==> src/rtl/ps2_klavye_alici.sv <==
// PS/2 keyboard receiver: synchronizes and filters the raw PS/2 pins,
// deframes 11-bit device-to-host frames, drops break/extended sequences
// and strobes each make code out to the password checker.
module ps2_klavye_alici #(
  parameter int FILTRE_LEN  = 4,
  parameter int ZAMAN_ASIMI = 200000
) (
  input  logic       clk,
  input  logic       rst,
  input  logic       ps2_clk,
  input  logic       ps2_data,
  output logic [7:0] karakter,
  output logic       karakter_aktif,
  output logic       parite_hata,
  output logic       cerceve_hata
);

  localparam int FW = (FILTRE_LEN > 1) ? $clog2(FILTRE_LEN + 1) : 1;
  localparam int TW = $clog2(ZAMAN_ASIMI + 1);

  localparam logic [7:0] KOD_BIRAK = 8'hF0;
  localparam logic [7:0] KOD_GENIS = 8'hE0;

  typedef enum logic [1:0] {BOSTA, VERI, PARITE, DUR} durum_t;

  // index 0 = ps2_clk, index 1 = ps2_data
  logic [1:0] pin_ham;
  logic [1:0] sync1_reg;
  logic [1:0] sync2_reg;

  logic          filt_seviye_reg;
  logic [FW-1:0] filt_sayac_reg;
  logic          kenar_reg;

  durum_t        durum_reg;
  logic [7:0]    kaydirma_reg;
  logic [2:0]    bit_sayac_reg;
  logic          parite_reg;
  logic [TW-1:0] zaman_reg;
  logic          birak_reg;

  logic          veri_bit;
  logic          parite_dogru;

  assign pin_ham      = {ps2_data, ps2_clk};
  assign veri_bit     = sync2_reg[1];
  assign parite_dogru = ^{kaydirma_reg, parite_reg};

  generate
    for (genvar gi = 0; gi < 2; gi++) begin : g_sync
      // two-stage synchronizer per pin, idle level is high
      always_ff @(posedge clk) begin
        if (rst) begin
          sync1_reg[gi] <= 1'b1;
          sync2_reg[gi] <= 1'b1;
        end else begin
          sync1_reg[gi] <= pin_ham[gi];
          sync2_reg[gi] <= sync1_reg[gi];
        end
      end
    end
  endgenerate

  // glitch filter on the clock pin; kenar pulses on a filtered 1->0 change
  always_ff @(posedge clk) begin
    if (rst) begin
      filt_seviye_reg <= 1'b1;
      filt_sayac_reg  <= '0;
      kenar_reg       <= 1'b0;
    end else begin
      kenar_reg <= 1'b0;
      if (sync2_reg[0] != filt_seviye_reg) begin
        if (filt_sayac_reg == FW'(FILTRE_LEN - 1)) begin
          filt_seviye_reg <= sync2_reg[0];
          filt_sayac_reg  <= '0;
          kenar_reg       <= filt_seviye_reg;
        end else begin
          filt_sayac_reg <= filt_sayac_reg + 1'b1;
        end
      end else begin
        filt_sayac_reg <= '0;
      end
    end
  end

  // frame FSM, timeout watchdog and scan-code decoder with registered strobes
  always_ff @(posedge clk) begin
    if (rst) begin
      durum_reg      <= BOSTA;
      kaydirma_reg   <= '0;
      bit_sayac_reg  <= '0;
      parite_reg     <= 1'b0;
      zaman_reg      <= '0;
      birak_reg      <= 1'b0;
      karakter       <= 8'h00;
      karakter_aktif <= 1'b0;
      parite_hata    <= 1'b0;
      cerceve_hata   <= 1'b0;
    end else begin
      karakter_aktif <= 1'b0;
      parite_hata    <= 1'b0;
      cerceve_hata   <= 1'b0;

      if (kenar_reg) begin
        zaman_reg <= '0;
        case (durum_reg)
          BOSTA: begin
            // a high data bit here is not a start bit; ignore the edge
            if (!veri_bit) begin
              bit_sayac_reg <= '0;
              durum_reg     <= VERI;
            end
          end
          VERI: begin
            kaydirma_reg <= {veri_bit, kaydirma_reg[7:1]};
            if (bit_sayac_reg == 3'd7) begin
              durum_reg <= PARITE;
            end else begin
              bit_sayac_reg <= bit_sayac_reg + 3'd1;
            end
          end
          PARITE: begin
            parite_reg <= veri_bit;
            durum_reg  <= DUR;
          end
          DUR: begin
            durum_reg <= BOSTA;
            if (!parite_dogru) begin
              parite_hata <= 1'b1;
            end else if (!veri_bit) begin
              cerceve_hata <= 1'b1;
            end else if (kaydirma_reg == KOD_BIRAK) begin
              birak_reg <= 1'b1;
            end else if (kaydirma_reg == KOD_GENIS) begin
              // extended prefix carries no key identity of its own
            end else if (birak_reg) begin
              birak_reg <= 1'b0;
            end else begin
              karakter       <= kaydirma_reg;
              karakter_aktif <= 1'b1;
            end
          end
          default: durum_reg <= BOSTA;
        endcase
      end else if (durum_reg != BOSTA) begin
        if (zaman_reg == TW'(ZAMAN_ASIMI - 1)) begin
          durum_reg    <= BOSTA;
          kaydirma_reg <= '0;
          zaman_reg    <= '0;
          cerceve_hata <= 1'b1;
        end else begin
          zaman_reg <= zaman_reg + 1'b1;
        end
      end else begin
        zaman_reg <= '0;
      end
    end
  end

endmodule

==> config.mk <==
export PLATFORM = sky130hd
export DESIGN_NAME = ps2_klavye_alici
export DESIGN_NICKNAME = d
export VERILOG_FILES = /design/src/rtl/ps2_klavye_alici.sv
export SDC_FILE = /design/constraint.sdc
export NUM_CORES = 1
export LEC_CHECK = 0
export ABC_AREA = 0
export CAP_MARGIN = 15
export CORE_MARGIN = 2
export CORE_UTILIZATION = 35
export DETAILED_ROUTE_END_ITERATION = 6
export GPL_TIMING_DRIVEN = 1
export HOLD_SLACK_MARGIN = 0.08
export SETUP_SLACK_MARGIN = 0.1
export SLEW_MARGIN = 20
export SYNTH_ARGS = -nofsm -noshare
export SYNTH_HDL_FRONTEND = slang
export SYNTH_SLANG_ARGS = --single-unit
==> constraint.sdc <==
create_clock -name clk -period 4.25 [get_ports clk]
set_clock_uncertainty 0.15 [all_clocks]
set_input_delay 0.6375 -clock clk [delete_from_list [all_inputs] [get_ports clk]]
set_output_delay 0.6375 -clock clk [all_outputs]
set_load 0.05 [all_outputs]
== Word level (Yosys, flattened, before mapping) ==
Index checks and enable logic that the tools add are counted.
Widths: inputs -> output; s select.
Storage, ports and cells
  word-level logic and storage cells: 86
  bits in registers: 53
  input port bits: 4
  output and inout bits: 11
Operators by class
  mux-type cells: 23
  reductions and logical operators: 18
  $add $sub $neg: 3
  bitwise logic cells: 10
  equality and inequality tests: 15
Operators with widths (number)
  $mux 8: 4
  $add 18x1->18 const B: 1
  $eq 18x18->1 const B: 1
  $eq 8x8->1 const B: 2
  $mux 1: 10
  $mux 2: 5
  $not 1->1: 10
  $reduce_or 3->1: 3
  $reduce_xor 9->1: 1
  $pmux 2 s4: 1
  $reduce_and 4->1: 2
  $reduce_bool 2->1: 4
  $reduce_and 7->1: 1
  $reduce_or 7->1: 1
  $add 3x1->3 const B: 2
  $mux 3: 2
  $ne 2x2->1 const B: 3
  $ne 3x3->1 const B: 2
  $pmux 3 s2: 1
  $reduce_and 5->1: 1
  $eq 2x2->1 const B: 2
  $reduce_and 2->1: 2
  $reduce_or 4->1: 1
  $eq 3x2->1 const B: 1
  6 further kinds: 6

== Longest topological paths before layout ==
Gate-level depths: netlist (run 1).
  word-level depth: 4
  mapped depth: 7
  depth with buffers taken out: 7

== Least setup slack after synthesis (run 1) ==
OpenSTA, ideal clock, no wires.
  kind: register to register
  start point: register kaydirma_reg[2]
  end point: register karakter[0]
  stages on the path, launching flop included: 6
  period minus slack after synthesis: 1887 ps
  path slack: 2363 ps
  arrival: 1612 ps
  path through: dfxtp_1 > xor2_1 > xnor3_2 > mux2i_4 > mux2i_1 > nor2_1
Between the ends
  cells in the longest elaborated chain, start to end: 3
  elaborated cells between the ends (all ways): 6
RTL lines
  start, declared: line 36  | logic [7:0] kaydirma_reg;
  start signal, assigned: line 115  | kaydirma_reg <= {veri_bit, kaydirma_reg[7:1]};
  $eq 8x8->1, on equally long branches: line 134, 132
  $not 1->1 (no source line)
  $reduce_and 7->1 (no source line) (*)
  end signal, assigned: line 139  | karakter <= kaydirma_reg;
  end, declared: line 12  | output logic [7:0] karakter,
Mark *: on every way between the ends. The rest lies on a longest branch, timed or not.
A chain may end at the register's enable or synchronous reset.

== Final worst setup path (run 1) ==
  start point: register karakter[7]
  end point: output karakter[7]
No word-level cell between the ends.

==> impl_results.md, run 1 <==
* Cells after Synth at 246
* Root buf cell: clkbuf_8
* Total Negative Setup Slacks at 0 ns
* Synth Area in Adders at under 10%
* Outcome: finished, final reports clean
* DRC errors left at 0
* Post-synthesis sequential area ratio at 45.96%
* CTS-repair resized insts at 0
* CTS tree: built
* Post-Syn Area at 2308 um2
* Max_cap viols at 0
* Die Ht at roughly 85 um
* DR top layer: met4
* Final Hold Viols at 0
* DR pass1 iterations at 4
* Worst slew pin tran at about 0.57 ns
* Fmax achieved at around 450 MHz
* Placed cell count at around 330
* Multi-input logic area at 1160 um2
* Num ports at 15
* Maximum root-to-sink buffer count at 2
* PortBufs at 14
* Antenna diodes at 0
* Data required, critical path at approximately 3.5 ns
* Peak supply drop at around 0.00023 V
* Clock transition at path regs at 0.10 ns
* Critical path arrival at between 1 and 1.5 ns
* Routed wl met2 at ~1.7 mm
* Final Critical Period at roughly 2.2 ns
* Antenna Nets Post-Route at 0
* Most frequent cells after synthesis: dfxtp_1, nor2_1, nand2_1, nand3_1
* Final worst path period share at between 50% and 60%
* Fillers at around 630
* Syn_area_per_cell at about 9.4 um2
* Pint at 0.6229 mW
* Post-CTS Hold Buffers at 0
* Initial antenna violation count at 0
* Largest net degree at the start of global routing at 35
* Initial Utilization at 36.35%
* Layout Cells excl Fill at approximately 340
* Num CTS Buffers at 5
* Most common cell in the netlist: dfxtp_1
* CTS HTree Levels at 2
* Vias per cell at roughly 4.8
* Sequential cell area at roughly 1100 um2
* # rows at 29
* Vias in the first global route at approximately 1.5k
* Combinational power share at under 10%
* XOR/XNOR Fraction of Synth Area at 11.06%
* Post-synthesis compound-gate area fraction at 6.287%
* Slowest stage delay, CP at approximately 0.80 ns
* Clock group share of total power at between 30% and 40%
* Fraction of layout cells with a size suffix above 1 at 6.202%
* Final hold slack at about 0.27 ns
* Post-synth EDFFs at 0
* DRT Wirelength at ~3.7 mm
* Pwr Total at 0.8025 mW
* Multiplexer share of the synthesized area at roughly 4.4%
* Slowest CP cell: clkdlybuf4s50_1
* Routability cong. at around 0.77
* Die area at slightly above 7000 um2
* CP top delay family: buffers and inverters
* Crit-path max FO at 2
* GRT overflow at 0
* Main synth FF type: dfxtp_1
* Core Region at 6350 um2
* DR iter-0 viols at 75
* Startpoint Class: flop
* CP Cell Sequence: clkdlybuf4s50_1
* Largest area contributor in the netlist: dfxtp_1
* Slew HR at between 60 and 70%
* Largest family of logic cells by synthesized area: simple AND/OR/NAND/NOR gates
* Worst setup EP type: primary output
* Switching Fraction at between 20 and 25%
* Fraction of the mapped netlist area in simple logic gates at around 23%
* Final HPWL from detailed placement at around 2.5 mm
* Largest register FFs at 18
* WL met3 at between 90 and 100 um
* Area Overhead vs Synth at 12.03%
* Fin. max-slew vios at 0
* Post-synth ARST share at 0%
* WL/cell at around 11 um
* Top cells by area, synth: dfxtp_1, nor2_1, xor2_1
* Psw at 0.1796 mW
* Pwr dens at 310.3 nW/um2
* Flop pwr share at just over 60%
* Horiz. Die Dim at roughly 85 um
* Setup violations, final at 0
* Total track usage at between 10% and 20%
* Num Clock Sinks at 53
* M1 WL at roughly 1.9 mm
* Worst-skew pair later-pin latency at 0.31 ns
* Post-layout net count at around 270
* Synth cell types at 37
* WP buf/inv at 1
* Yosys Warn Count at 0
* Hold crit path type: flop to flop
* CP Class: flop to primary output
* Leakage power at approximately 0.95 nW
* Seq cells post-synth at 53
* RSZ-0062 raised after global routing: no
* First-pass GRT wire length at around 6.7 mm
* Synth top area share at a little under half
* Post-CTS Setup Bufs at 0
* Syn_nets at 260
* Vias at about 1.6k
placed cells by master (no fill, tap or decap), drive strengths merged, types with 5 or more instances in the layout:
master and count:
nor2 36, a21oi 15, clkbuf 5, xnor2 6
and3 5, nand2 22, mux2i 9, dfxtp 53
inv 8, clkdlybuf4s50 14, xor2 15, ha 10
nand3 19
cell families (layout without fill, tap and decap cells):
kind of cell / count (synthesis) / in the layout
adders and majority gates: 10 / 10
AOI/OAI and AO/OA: 24 / 24
buffers and inverters: 18 / 30
and+or+nand+nor: 108 / 108
xor gates and xnor gates: 24 / 24
muxes: 9 / 9
DFF: 53 / 53
final timing paths:
kind                             from                   endpoint  slack, ns  depth (start not counted)
min           sync1_reg[1]$_SDFF_PP1_        veri_bit$_SDFF_PP1_       0.27                          1
max reg2reg   zaman_reg[0]$_SDFF_PP0_  durum_reg[0]$_SDFFE_PP0P_       2.13                          5
min reg2reg   sync1_reg[1]$_SDFF_PP1_        veri_bit$_SDFF_PP1_       0.27                          1
max          karakter[7]$_SDFFE_PP0P_                karakter[7]       2.01                          1
area by class of cell:
| class | instances | area share (%) |
|---|---|---|
| multi-input cells | 175 | 44.85 |
| flip-flops and latches | 53 | 41.03 |
| repair buffers | 15 | 5.709 |
| well taps | 77 | 3.725 |
| clock buffers | 5 | 2.661 |
| clock inverters | 3 | 1.016 |
| inverters | 7 | 1.016 |
layer usage:
layer	vias up	track usage, %
met5	-	0
met4	0	4.762
met3	5	3.016
met2	15	17.76
met1	734	14.67
li1	855	-
worst reg2reg max path: cells and delay by family (launching register included):
family / cells / cell delay, ns
simple gates: 2 / 0.85
flops: 1 / 0.40
compound gates: 2 / 0.38
fa+ha+maj: 1 / 0.22
per-stage QoR:
stage | util [%] | setup slack (ns) | area, um2
6_report | 40.73 | 2.007 | 2586
5_1_grt | 40.73 | 1.928 | 2586
4_1_cts | 40.73 | 1.991 | 2586
3_5_place_dp | 39.23 | 1.874 | 2491
3_3_place_gp | 39.23 | 1.897 | 2491
2_1_floorplan | - | 2.364 | 2308
power by group through the flow:
stage	Sequential (mW)	Clock, mW	Combinational [mW]
finish	0.500	0.293	0.0102
global route	0.500	0.329	0.0117
CTS	0.500	0.306	0.0106
detailed placement	0.511	0	0.0106
global placement	0.511	0	0.0105
floorplan	0.511	0	0.00726
(Power assumes the default switching activity.)
==> run 2: changes to the inputs <==
- clock period: 4.25 -> 2.1 ns (I/O delays scaled with it)
==> run 2 against run 1 <==
Effect of this change:
- register-to-register slack worse by 2.0 ns
- die area unchanged
- non-clock buffer count up 8
- core utilization up 2.2 points
- routed wire length up 8.0%
- clock power up 130%
- sequential power up 100%
- final area up 5.5%
- hold slack worse by 0.0020 ns
- global-route usage up 0.34 points
- critical path depth unchanged
- largest cell class unchanged
- highest routed layer unchanged
==> impl_results.md, run 2 (same netlist as run 1, synthesis figures left out) <==
* Outcome: finished, final reports clean (unchanged)
* Die area at 7262 um2 (unchanged)
* Area Overhead vs Synth at 18.21% (was 12.03%)
* Slowest stage delay, CP at 0.82 ns (was 0.80 ns)
* Final Hold Viols at 0 (unchanged)
* Initial Utilization at 36.35% (unchanged)
* CP Cell Sequence: clkdlybuf4s50_1 (unchanged)
* Fillers at 598 (was 628)
* # rows at 29 (unchanged)
* DR iter-0 viols at 94 (was 75)
* CTS HTree Levels at 2 (unchanged)
* Final worst path period share at between 90% and 100%
* Fmax achieved at around 520 MHz
* Routability cong. at 0.7560 (was 0.7748)
* PortBufs at 14 (unchanged)
* Most frequent cells in the layout: dfxtp_1, nor2_1, nand2_1 (unchanged)
* Num ports at 15 (unchanged)
* Fin. max-slew vios at 0 (unchanged)
* Sequential cell area at 1070 um2 (was 1061 um2)
* WL/cell at 11.66 um (was 11.02 um)
* Post-layout net count at 279 (was 271)
* Pwr Total at 1.693 mW (was 0.8025 mW)
* CP top delay family: buffers and inverters (unchanged)
* Final HPWL from detailed placement at 2.805 mm (was 2.538 mm)
* First-pass GRT wire length at 6.768 mm (was 6.651 mm)
* Antenna Nets Post-Route at 0 (unchanged)
* Worst slew pin tran at 0.5075 ns (was 0.5747 ns)
* DR pass1 iterations at 4 (unchanged)
* DRC errors left at 0 (unchanged)
* CP Class: flop to primary output (unchanged)
* Slowest CP cell: clkdlybuf4s50_1 (unchanged)
* Horiz. Die Dim at 85.22 um (unchanged)
* DRT Wirelength at 3.988 mm (was 3.692 mm)
* Data required, critical path at 1.63 ns (was 3.46 ns)
* Total track usage at 11.63% (was 11.29%)
* Worst-skew pair later-pin latency at 0.30 ns (was 0.31 ns)
* Pwr dens at 620.5 nW/um2 (was 310.3 nW/um2)
* Multi-input logic area at 1219 um2 (was 1160 um2)
* Max_cap viols at 0 (unchanged)
* Total Negative Setup Slacks at 0 ns (unchanged)
* Core Region at 6350 um2 (unchanged)
* Antenna diodes at 0 (unchanged)
* Initial antenna violation count at 0 (unchanged)
* Vias in the first global route at 1455 (was 1519)
* Worst setup EP type: primary output (unchanged)
* Peak supply drop at 0.0002779 V (was 0.0002304 V)
* Num Clock Sinks at 53 (unchanged)
* Root buf cell: clkbuf_8 (unchanged)
* Largest net degree at the start of global routing at 17 (was 35)
* Leakage power at 1.037 nW (was 0.9508 nW)
* Commonest non-fill, non-tap cell in the layout: dfxtp_1 (unchanged)
* Pre-CTS setup slack at 0.1330 ns (was 1.874 ns)
* Hold crit path type: flop to flop (unchanged)
* Critical path arrival at 1.47 ns (was 1.46 ns)
* Final Critical Period at between 1.5 and 2 ns
* Post-CTS Hold Buffers at 0 (unchanged)
* Maximum root-to-sink buffer count at 2 (unchanged)
* Slew HR at 66.06% (was 61.59%)
* WP buf/inv at 1 (unchanged)
* Setup violations, final at 0 (unchanged)
* Vias per cell at 4.918 (was 4.803)
* Post-route setup slack at 0.1624 ns (was 2.007 ns)
* Vias at 1682 (was 1609)
* Post-CTS Setup Bufs at 0 (unchanged)
* CTS tree: built (unchanged)
* Die Ht at 85.22 um (unchanged)
* Num CTS Buffers at 5 (unchanged)
* Crit-path max FO at 2 (unchanged)
* Clock transition at path regs at 0.10 ns (about the same)
* RSZ-0062 raised after global routing: yes (was no)
* GRT overflow at 0 (unchanged)
* Startpoint Class: flop (unchanged)
* Largest register FFs at 18 (unchanged)
* Fraction of layout cells with a size suffix above 1 at 13.96% (was 6.202%)
* Final hold slack at 0.2684 ns (was 0.2704 ns)
run 2: cell count changes in the layout (fill, tap and decap cells not counted), moves of 2 or more:
cell | previous run | this run
buf_4 | 1 | 8
dfxtp_1 | 53 | 48
dfxtp_2 | 0 | 4
a211oi_1 | 4 | 1
a211oi_2 | 0 | 3
xnor2_1 | 6 | 3
clkinvlp_4 | 2 | 0
xnor2_2 | 0 | 2
run 2: power breakdown:
| group | total (mW) | internal [mW] | switching, mW |
|---|---|---|---|
| Clock | 0.661 | 0.347 | 0.314 |
| Sequential | 1.01 | 1.01 | 0.00254 |
| Combinational | 0.0230 | 0.0107 | 0.0123 |
run 2: per-layer routing:
metal / track usage (%) / vias up / share of wire (%)
met1: 16.45 / 782 / 53
li1: - / 871 / -
met4: 5.195 / 0 / 2.0
met5: 0 / - / 0
met2: 16.83 / 23 / 42
met3: 2.724 / 6 / 2.9
run 2: what timing repair did:
action	CTS	global route
cloned	0	0
pin swaps	0	2
resized for setup	2	17
endpoints found under the hold margin	0	0
setup endpoints to repair	1	14
run 2: final timing paths:
path,startpoint,end,slack (ns),cells after the start
worst max-delay path,karakter[4]$_SDFFE_PP0P_,karakter[4],0.16,1
worst min-delay path,sync1_reg[0]$_SDFF_PP1_,sync2_reg[0]$_SDFF_PP1_,0.27,1
worst max register to register,kaydirma_reg[3]$_SDFFE_PP0P_,birak_reg$_SDFFE_PP0P_,0.18,5
worst min register to register,sync1_reg[0]$_SDFF_PP1_,sync2_reg[0]$_SDFF_PP1_,0.27,1
run 2: metrics by stage:
step                      std cells  util [%]  instance area (um2)
final                           342     42.98                 2729
after global routing            342     42.98                 2729
after CTS                       342     41.85                 2658
after detailed placement        335     40.18                 2551
after global placement          335     40.18                 2551
after floorplan                 246         -                 2308
run 2: cell type report:
class	count	area share (%)
well taps	77	3.530
flip-flops and latches	53	39.20
clock inverters	2	1.284
inverters	7	0.9629
repair buffers	23	7.840
multi-input cells	175	44.66
clock buffers	5	2.522
